### config.mk
export PLATFORM = sky130hd
export DESIGN_NAME = serial_gp_adder
export DESIGN_NICKNAME = d
export VERILOG_FILES = /design/src/rtl/serial_gp_adder.sv
export SDC_FILE = /design/constraint.sdc
export NUM_CORES = 1
export LEC_CHECK = 0
export ABC_CLOCK_PERIOD_IN_PS = 2700
export CORE_MARGIN = 10
export CORE_UTILIZATION = 52
export CTS_CLUSTER_DIAMETER = 120
export CTS_CLUSTER_SIZE = 40
export DETAILED_ROUTE_END_ITERATION = 8
export PLACE_DENSITY_LB_ADDON = 0.15
export REMOVE_ABC_BUFFERS = 1
export SETUP_SLACK_MARGIN = 0.15
export SLEW_MARGIN = 10
export SYNTH_ARGS = -nofsm -noshare
export SYNTH_HDL_FRONTEND = slang
export SYNTH_SLANG_ARGS = --single-unit
### constraint.sdc
create_clock -name clk -period 2.7 [get_ports clk]
set_clock_uncertainty 0.15 [all_clocks]
set_input_delay 0.81 -clock clk [delete_from_list [all_inputs] [get_ports clk]]
set_output_delay 0.81 -clock clk [all_outputs]
set_load 0.005 [all_outputs]
### src/rtl/serial_gp_adder.sv
// serial_gp_adder: bit-serial ripple adder built from per-bit generate/propagate
// terms, resolving one bit per clock, LSB first.
// Optional feature: define APPROX_LOWER_EN to switch the lowest LOWER_BITS bits
// to a lower-part-OR approximation (no carry through the lower part, carry-in
// ignored, carry into bit LOWER_BITS taken from the top lower bit's generate).
module serial_gp_adder #(
  parameter int WIDTH      = 8,
  parameter int LOWER_BITS = 2
) (
  input  logic             clk,
  input  logic             rst_n,
  input  logic             start,
  input  logic [WIDTH-1:0] a,
  input  logic [WIDTH-1:0] b,
  input  logic             cin,
  output logic             busy,
  output logic             done,
  output logic [WIDTH-1:0] sum,
  output logic             cout,
  output logic [WIDTH-1:0] g_vec
);

  localparam int IW = $clog2(WIDTH);

`ifdef APPROX_LOWER_EN
  localparam bit APPROX = 1'b1;
`else
  localparam bit APPROX = 1'b0;
`endif

  typedef enum logic [1:0] {IDLE, RUN, DONE_ST} state_t;

  state_t          state_reg;
  logic [WIDTH-1:0] a_reg;
  logic [WIDTH-1:0] b_reg;
  logic [WIDTH-1:0] sum_sh_reg;
  logic [WIDTH-1:0] g_sh_reg;
  logic             carry_reg;
  logic [IW-1:0]    idx_reg;
  logic             busy_reg;
  logic             done_reg;
  logic [WIDTH-1:0] sum_reg;
  logic             cout_reg;
  logic [WIDTH-1:0] g_vec_reg;

  logic a_bit, b_bit, g_bit, p_bit, s_bit, carry_next;
  logic in_lower, last_lower, last_bit, accept;

  // Per-bit generate/propagate resolution for the bit currently selected by idx_reg.
  always_comb begin
    a_bit      = a_reg[idx_reg];
    b_bit      = b_reg[idx_reg];
    g_bit      = a_bit & b_bit;
    p_bit      = a_bit ^ b_bit;
    in_lower   = APPROX && (int'(idx_reg) < LOWER_BITS);
    last_lower = (int'(idx_reg) == LOWER_BITS - 1);
    last_bit   = (idx_reg == IW'(WIDTH - 1));
    accept     = start && ((state_reg == IDLE) || (state_reg == DONE_ST));
    if (in_lower) begin
      // Lower part: OR in place of the sum, carry only leaves the top lower bit.
      s_bit      = a_bit | b_bit;
      carry_next = last_lower ? g_bit : 1'b0;
    end else begin
      s_bit      = p_bit ^ carry_reg;
      carry_next = g_bit | (p_bit & carry_reg);
    end
  end

  // Control FSM plus datapath registers; results are published only on the edge entering DONE_ST.
  always_ff @(posedge clk or negedge rst_n) begin
    if (!rst_n) begin
      state_reg  <= IDLE;
      a_reg      <= '0;
      b_reg      <= '0;
      sum_sh_reg <= '0;
      g_sh_reg   <= '0;
      carry_reg  <= 1'b0;
      idx_reg    <= '0;
      busy_reg   <= 1'b0;
      done_reg   <= 1'b0;
      sum_reg    <= '0;
      cout_reg   <= 1'b0;
      g_vec_reg  <= '0;
    end else begin
      done_reg <= 1'b0;
      if (accept) begin
        // Operands are frozen here for the whole RUN; START during RUN never reaches this branch.
        a_reg     <= a;
        b_reg     <= b;
        carry_reg <= cin;
        idx_reg   <= '0;
        busy_reg  <= 1'b1;
        state_reg <= RUN;
      end else begin
        case (state_reg)
          RUN: begin
            sum_sh_reg <= {s_bit, sum_sh_reg[WIDTH-1:1]};
            g_sh_reg   <= {g_bit, g_sh_reg[WIDTH-1:1]};
            carry_reg  <= carry_next;
            idx_reg    <= idx_reg + 1'b1;
            if (last_bit) begin
              sum_reg   <= {s_bit, sum_sh_reg[WIDTH-1:1]};
              g_vec_reg <= {g_bit, g_sh_reg[WIDTH-1:1]};
              cout_reg  <= carry_next;
              busy_reg  <= 1'b0;
              done_reg  <= 1'b1;
              state_reg <= DONE_ST;
            end
          end
          DONE_ST: state_reg <= IDLE;
          default: state_reg <= IDLE;
        endcase
      end
    end
  end

  assign busy  = busy_reg;
  assign done  = done_reg;
  assign sum   = sum_reg;
  assign cout  = cout_reg;
  assign g_vec = g_vec_reg;

endmodule

==> results_dict.tcl, run 1 <==
set metrics [dict create \
    status "finished clean" \
    period_share_pct 89.1 \
    comb_power_share_pct 38.4 \
    htree_levels 2 \
    ctsHoldBuffers 0 \
    initial_core_util_pct 55.0 \
    ys_seq_elements 55 \
    cp-end-kind "flop" \
    clk_latency_ps 300 \
    syn_area_per_cell_sq_um 11.4 \
    rows 23 \
    cp_slowest_cell "mux4_1" \
    yosys-top-cells-area "dfrtp_1, nand2_1, mux2_2, mux4_1, ha_1" \
    yosysWarnings 0 \
    die_x_um 86.0 \
    cts-buffers-inserted 5 \
    yosysMostFrequentCell "nand2_1" \
    hold_viol_final 0 \
    ctsResizeCount 0 \
    num_vias 1458 \
    internal-power_mw 2.06 \
    synth-seq-area-share_pct 60.8 \
    cap_violations 0 \
    cts.clk_slew.worst_paths_ps 90 \
    hold_path_class "in -> async" \
    crit_arrival_ps 2440 \
    drive_above_1_share_pct 13.8 \
    grt-ovfl-total 0 \
    synth.distinct_cells 22 \
    power.switching_mw 0.993 \
    clockPowerShare_pct 15.7 \
    initialDrtViolationCount 57 \
    drtAntennaViolNets 0 \
    core_sq_mm 0.00412 \
    synth_edf_count 0 \
    grt_pass1_wl_um 7380 \
    synthToLayoutAreaGrowth_pct 22.9 \
    grt_start_max_net_pins 34 \
    slew_violations 0 \
    root_buffer "clkbuf_8" \
    switching_share_pct 32.5 \
    crit_chain "mux4_1, mux2_2, fa_1, mux2_2" \
    ioPinCount 39 \
    clock_sinks 55 \
    routed_via_density 5.04 \
    relSlewSlack_pct 54.9 \
    drc 0 \
    post_cts.repair.setup_buffers 0 \
    setup_viol 0 \
    synthFlopType "dfrtp_1" \
    first_pass_iters 4 \
    ir_drop_uv 479 \
    cpPeakStageDelay_ps 590 \
    fin_crit_ps 2410 \
    syn_inst 199 \
    port_buffers 38 \
    dieHeight_um 86.0 \
    synth_top_cell_by_area "dfrtp_1" \
    synth_top_area_share_pct 60.8 \
    path_delay_family "multiplexers" \
    rsz0062_at_grt "false" \
    antenna_found_initial 0 \
    async_flop_share_pct 100 \
    fmax_mhz 416 \
    p_per_area_mw_per_mm2 1100 \
    dieArea_sq_mm 0.00740 \
    crit_top_cell "mux2_2" \
    crit_fanout 7 \
    cp.required_ps 2740 \
    crit_buf_inv 0 \
    worst_pin_slew_ps 677 \
    num-fill-cells 316 \
    p_leak_nw 1.39 \
    place_congestion 0.779 \
    critPathLaunchType "flop" \
    finalSetupTns_ps 0 \
    totalWireLength_um 4130 \
    diodes 0 \
    layout.nets 262 \
    power_frac_seq_pct 46.0 \
    crit_type "reg -> reg" \
    grt_use_total_pct 12.1 \
    cts_max_path_buffers 2 \
    dp_hpwl_um 3080 \
    syn-cell-area_sq_mm 0.00226 \
    p_total_mw 3.05 \
    synth_common_cells "nand2_1, dfrtp_1, mux2_2, mux4_1" \
    grt_pass1_vias 1558 \
    avgRoutedWirePerCell_um 14.3 \
    cts_tree "built" \
]
## per-stage QoR
| stage | worst slack, ps | hold slack [ps] | utilization [%] | area, sq um | std cells |
|---|---|---|---|---|---|
| after floorplan | 415 | 287 | - | 2200 | 189 |
| after global placement | 372 | 304 | 65.2 | 2680 | 281 |
| after detailed placement | 280 | 306 | 65.2 | 2680 | 281 |
| after CTS | 267 | 328 | 67.6 | 2780 | 289 |
| after global routing | 189 | 347 | 67.6 | 2780 | 289 |
| final | 294 | 320 | 67.6 | 2780 | 289 |
## cells in the final DEF (no fill, tap or decap)
cell / instances
nand2_1: 90
dfrtp_1: 55
clkdlybuf4s50_1: 37
mux2_2: 19
clkbuf_8: 7
mux4_1: 4
ha_1: 3
buf_4: 3
nor2b_1: 2
nand2b_1: 2
nor2_1: 2
a22o_1: 2
o21ai_0: 2
nand2_8: 1
inv_2: 1
inv_1: 1
o22ai_1: 1
nor3_1: 1
a21o_1: 1
nand3_1: 1
fa_1: 1
clkbuf_1: 1
buf_2: 1
buf_12: 1
## path summary, 6_finish.rpt
check	slack, ps	start	cells past startpoint	to
min in group clk	320	a_reg[3]$_DFFE_PN0P_	2	a_reg[3]$_DFFE_PN0P_
worst min register to register	320	a_reg[3]$_DFFE_PN0P_	2	a_reg[3]$_DFFE_PN0P_
worst max register to register	290	idx_reg[0]$_DFFE_PN0P_	4	sum[7]$_DFFE_PN0P_
worst min-delay path	320	rst_n	1	sum[1]$_DFFE_PN0P_
worst max-delay path	290	idx_reg[0]$_DFFE_PN0P_	4	sum[7]$_DFFE_PN0P_
max in group asynchronous	1530	rst_n	2	a_reg[5]$_DFFE_PN0P_
## cells by family after synthesis
logic type | Yosys count | synth area share (%)
mux | 23 | 14.1
compound gates | 6 | 1.82
simple gates | 99 | 17.7
fa+ha+maj | 4 | 2.54
buf+inv | 12 | 3.09
flops | 55 | 60.8
## layer usage
layer	vias to the layer above	GRT usage (%)	part of all wire (%)
li1	721	-	-
met3	3	4.73	5.8
met5	-	0	0
met1	705	13.8	43
met2	29	20.7	50
met4	0	3.14	0.90
## power by group through the flow
stage                     clock network, mW  logic (mW)  registers [mW]
after floorplan                           0       0.722            1.38
after global placement                    0        1.14            1.41
after detailed placement                  0        1.20            1.43
after CTS                             0.494        1.21            1.41
after global routing                  0.523        1.34            1.46
final                                 0.478        1.17            1.40
## cell type report
class	instances	area, sq um	share of cell area, %
sequential	55	1380	49.5
multi-input combinational	132	818	29.4
timing repair buffer	42	418	15.0
clock buffer	8	100	3.60
tap	50	62.6	2.25
inverter	2	7.51	0.270
Note: power is estimated with default switching activity, not from simulation.
==> inputs of run 2 (changes only) <==
- ABC_CLOCK_PERIOD_IN_PS: 2700 -> 2440
- clock period: 2.7 -> 2.44 ns (I/O delays scaled with it)
==> results_dict.tcl, run 2 (synthesis results as in run 1) <==
set metrics [dict create \
    crit_fanout 6 \
    p_leak_nw 1.39 \
    mostFrequentLayoutCells "nand2_1, dfrtp_1, clkdlybuf4s50_1, mux2_2, buf_4" \
    internal-power_mw 2.37 \
    layout_commonest_cell "nand2_1" \
    grt_pass1_vias 1545 \
    cts_max_path_buffers 2 \
    status "finished clean" \
    hold_path_class "in -> async" \
    layout.nets 265 \
    totalWireLength_um 4140 \
    htree_levels 2 \
    period_share_pct 93.1 \
    dp_hpwl_um 3030 \
    cp.required_ps 2480 \
    grt_pass1_wl_um 7230 \
    clockPowerShare_pct 16.2 \
    initial_core_util_pct 55.0 \
    grt-ovfl-total 0 \
    rsz0062_at_grt "true" \
    placed_area_sq_mm 0.00270 \
    fmax_mhz 440 \
    slew_violations 0 \
    first_pass_iters 4 \
    cts_tree "built" \
    die_x_um 86.0 \
    drc 0 \
    clk_latency_ps 300 \
    clock_sinks 55 \
    antenna_found_initial 0 \
    cap_violations 0 \
    whs_ps 241 \
    rows 23 \
    fin_ws_ps 167 \
    num_vias 1469 \
    initialDrtViolationCount 72 \
    num-fill-cells 318 \
    pre_cts_slack_ps 45.0 \
    power_frac_seq_pct 45.2 \
    p_per_area_mw_per_mm2 1250 \
    grt_use_total_pct 12.1 \
    dieArea_sq_mm 0.00740 \
    switching_share_pct 32.0 \
    root_buffer "clkbuf_8" \
    grt_start_max_net_pins 34 \
    final_area_sq_mm 0.00280 \
    power.switching_mw 1.12 \
    drtAntennaViolNets 0 \
    hold_viol_final 0 \
    critPathLaunchType "flop" \
    cts.clk_slew.worst_paths_ps 90 \
    diodes 0 \
    worst_pin_slew_ps 676 \
    crit_type "reg -> reg" \
    ir_drop_uv 667 \
    crit_arrival_ps 2310 \
    finalSetupTns_ps 0 \
    setup_viol 0 \
    avgRoutedWirePerCell_um 14.2 \
    ctsHoldBuffers 0 \
    relSlewSlack_pct 54.9 \
    place_congestion 0.769 \
    ioPinCount 39 \
    fin_crit_ps 2270 \
    dieHeight_um 86.0 \
    core_sq_mm 0.00412 \
    fin_util_pct 68.0 \
    cts-buffers-inserted 5 \
    cp-end-kind "flop" \
    drive_above_1_share_pct 16.6 \
    routed_via_density 5.05 \
    port_buffers 38 \
    reg2reg_slack_ps 170 \
    synthToLayoutAreaGrowth_pct 23.5 \
    comb_power_share_pct 38.6 \
]
run 2: cell types whose count changed in the layout (fill, tap and decap cells not counted), sizes merged:
cell    before  now
clkbuf       8    6
bufinv       0    1
buf          5    8
run 2: timing repair:
action,4_1_cts,5_1_grt
gates resized for setup,6,0
endpoints found under the setup margin,3,1
buffers inserted,1,0
run 2: power groups by stage:
stage / Sequential, mW / Clock, mW / Combinational (mW)
floorplan: 1.52 / 0 / 0.799
global placement: 1.56 / 0 / 1.28
detailed placement: 1.58 / 0 / 1.33
CTS: 1.58 / 0.581 / 1.37
global route: 1.63 / 0.625 / 1.52
finish: 1.57 / 0.566 / 1.34
run 2: final cells by class:
cell class	count	area, sq um	share of cell area [%]
multi-input cells	132	807	28.8
clock inverters	1	30.0	1.07
inverters	2	7.51	0.268
well taps	50	62.6	2.24
flip-flops and latches	55	1380	49.2
clock buffers	6	72.6	2.59
repair buffers	45	440	15.7
run 2: routing by layer:
metal	routed length (um)	track usage [%]	share of wire (%)
met4	52	4.04	1.3
met3	303	5.87	7.3
met5	0	0	0
met2	2030	18.8	49
met1	1760	14.4	42
run 2: metrics by stage:
stage	power, mW	cells
finish	3.48	291
global route	3.77	291
global placement	2.84	283
detailed placement	2.91	283
CTS	3.53	291
floorplan	2.32	189
run 2: worst paths after layout:
kind	startpoint	end	cells after the start
max	idx_reg[0]$_DFFE_PN0P_	sum[7]$_DFFE_PN0P_	4
max in group asynchronous	rst_n	idx_reg[0]$_DFFE_PN0P_	2
max reg2reg	idx_reg[0]$_DFFE_PN0P_	sum[7]$_DFFE_PN0P_	4
min reg2reg	g_sh_reg[1]$_DFFE_PN0P_	g_sh_reg[1]$_DFFE_PN0P_	2
min in group clk	g_sh_reg[1]$_DFFE_PN0P_	g_sh_reg[1]$_DFFE_PN0P_	2
min	rst_n	sum[1]$_DFFE_PN0P_	1
run 2: worst max-delay path, stage by stage (launching register included):
cell     delay, ps
dfrtp_2        460
mux4_2         520
mux2_4         300
fa_1           470
mux2_2         270
==> inputs of run 3 (changes only) <==
- ABC_CLOCK_PERIOD_IN_PS: 2440 -> unset
- CORE_MARGIN: 10 -> 2
==> results_dict.tcl, run 3 (synthesis results as in run 1) <==
set metrics [dict create \
    drive_above_1_share_pct 18.4 \
    totalWireLength_um 4050 \
    port_buffers 38 \
    internal-power_mw 2.37 \
    dp_hpwl_um 2850 \
    switching_share_pct 33.0 \
    layout.nets 267 \
    htree_levels 2 \
    initial_core_util_pct 55.4 \
    fin_util_pct 68.7 \
    routed_via_density 5.18 \
    cts_tree "built" \
    layout_commonest_cell "nand2_1" \
    p_leak_nw 1.39 \
    mostFrequentLayoutCells "nand2_1, dfrtp_1, clkdlybuf4s50_1, mux2_2, buf_4" \
    cp.required_ps 2480 \
    crit_type "reg -> reg" \
    crit_arrival_ps 2280 \
    grt_pass1_wl_um 7330 \
    die_x_um 70.0 \
    clockPowerShare_pct 13.6 \
    num-fill-cells 309 \
    dieHeight_um 70.0 \
    grt-ovfl-total 0 \
    rsz0062_at_grt "true" \
    cp-end-kind "flop" \
    num_vias 1523 \
    crit_fanout 6 \
    synthToLayoutAreaGrowth_pct 24.0 \
    worst_pin_slew_ps 700 \
    clk_latency_ps 300 \
    hold_viol_final 0 \
    grt_use_total_pct 18.6 \
    diodes 0 \
    first_pass_iters 4 \
    ctsHoldBuffers 0 \
    power_frac_seq_pct 44.6 \
    root_buffer "clkbuf_8" \
    cts_max_path_buffers 2 \
    grt_start_max_net_pins 56 \
    avgRoutedWirePerCell_um 13.8 \
    period_share_pct 92.1 \
    place_congestion 0.814 \
    grt_pass1_vias 1610 \
    dieArea_sq_mm 0.00490 \
    setup_viol 0 \
    status "finished clean" \
    drc 0 \
    ioPinCount 39 \
    ir_drop_uv 623 \
    placed_area_sq_mm 0.00270 \
    cts-buffers-inserted 5 \
    slew_violations 0 \
    fmax_mhz 445 \
    clock_sinks 55 \
    p_per_area_mw_per_mm2 1260 \
    initialDrtViolationCount 124 \
    cap_violations 0 \
    core_sq_mm 0.00409 \
    finalSetupTns_ps 0 \
    relSlewSlack_pct 53.3 \
    hold_path_class "in -> async" \
    power.switching_mw 1.17 \
    critPathLaunchType "flop" \
    cts.clk_slew.worst_paths_ps 90 \
    drtAntennaViolNets 0 \
    final_area_sq_mm 0.00281 \
    rows 23 \
    antenna_found_initial 0 \
    comb_power_share_pct 41.9 \
    fin_crit_ps 2250 \
]
-- run 3: critical path, cell delays in order, from the launching register on --
cell and delay [ps]:
dfrtp_2 460, mux4_2 510, mux2_4 300, fa_2 450, mux2_2 270
-- run 3: routing by layer --
metal / vias to the layer above / GRT usage (%) / share of wire [%]
met5: - / 0 / 0
met4: 0 / 5.98 / 1.9
met3: 8 / 4.91 / 5.2
met2: 49 / 30.8 / 50
met1: 746 / 24.1 / 43
li1: 720 / - / -
-- run 3: path summary, 6_finish.rpt --
check,start,endpoint,slack (ps),cells after the start
max,idx_reg[0]$_DFFE_PN0P_,sum[7]$_DFFE_PN0P_,190,4
min,rst_n,sum_sh_reg[2]$_DFFE_PN0P_,250,2
max reg2reg,idx_reg[0]$_DFFE_PN0P_,sum[7]$_DFFE_PN0P_,190,4
min reg2reg,sum_sh_reg[1]$_DFFE_PN0P_,sum_sh_reg[1]$_DFFE_PN0P_,330,2
max in group asynchronous,rst_n,idx_reg[0]$_DFFE_PN0P_,1630,2
min in group clk,sum_sh_reg[1]$_DFFE_PN0P_,sum_sh_reg[1]$_DFFE_PN0P_,330,2
-- run 3: layout make-up --
cell class / instances / area, sq um / share of cell area [%]
clock inverter: 2 / 12.5 / 0.446
multi-input combinational: 132 / 820 / 29.2
clock buffer: 6 / 72.6 / 2.58
inverter: 2 / 7.51 / 0.267
sequential: 55 / 1380 / 49.1
tap: 50 / 62.6 / 2.23
timing repair buffer: 47 / 455 / 16.2
-- run 3: what timing repair did --
action,in CTS,in global routing
resized for setup,7,2
pin swaps,1,0
endpoints found under the setup margin,4,4
buffers inserted,2,1
-- run 3: power groups by stage --
stage | Clock, mW | Combinational [mW] | Sequential, mW
3_5_place_dp | 0 | 1.35 | 1.58
3_3_place_gp | 0 | 1.27 | 1.56
2_1_floorplan | 0 | 0.799 | 1.52
6_report | 0.481 | 1.48 | 1.58
5_1_grt | 0.541 | 1.65 | 1.63
4_1_cts | 0.494 | 1.46 | 1.58
-- run 3: through the flow --
stage,hold slack (ps),power [mW],cells,worst slack [ps]
2_1_floorplan,286,2.32,189,155
3_3_place_gp,306,2.83,283,99.4
3_5_place_dp,316,2.93,283,28.9
4_1_cts,265,3.53,293,150
5_1_grt,268,3.82,294,112
6_report,253,3.54,294,193
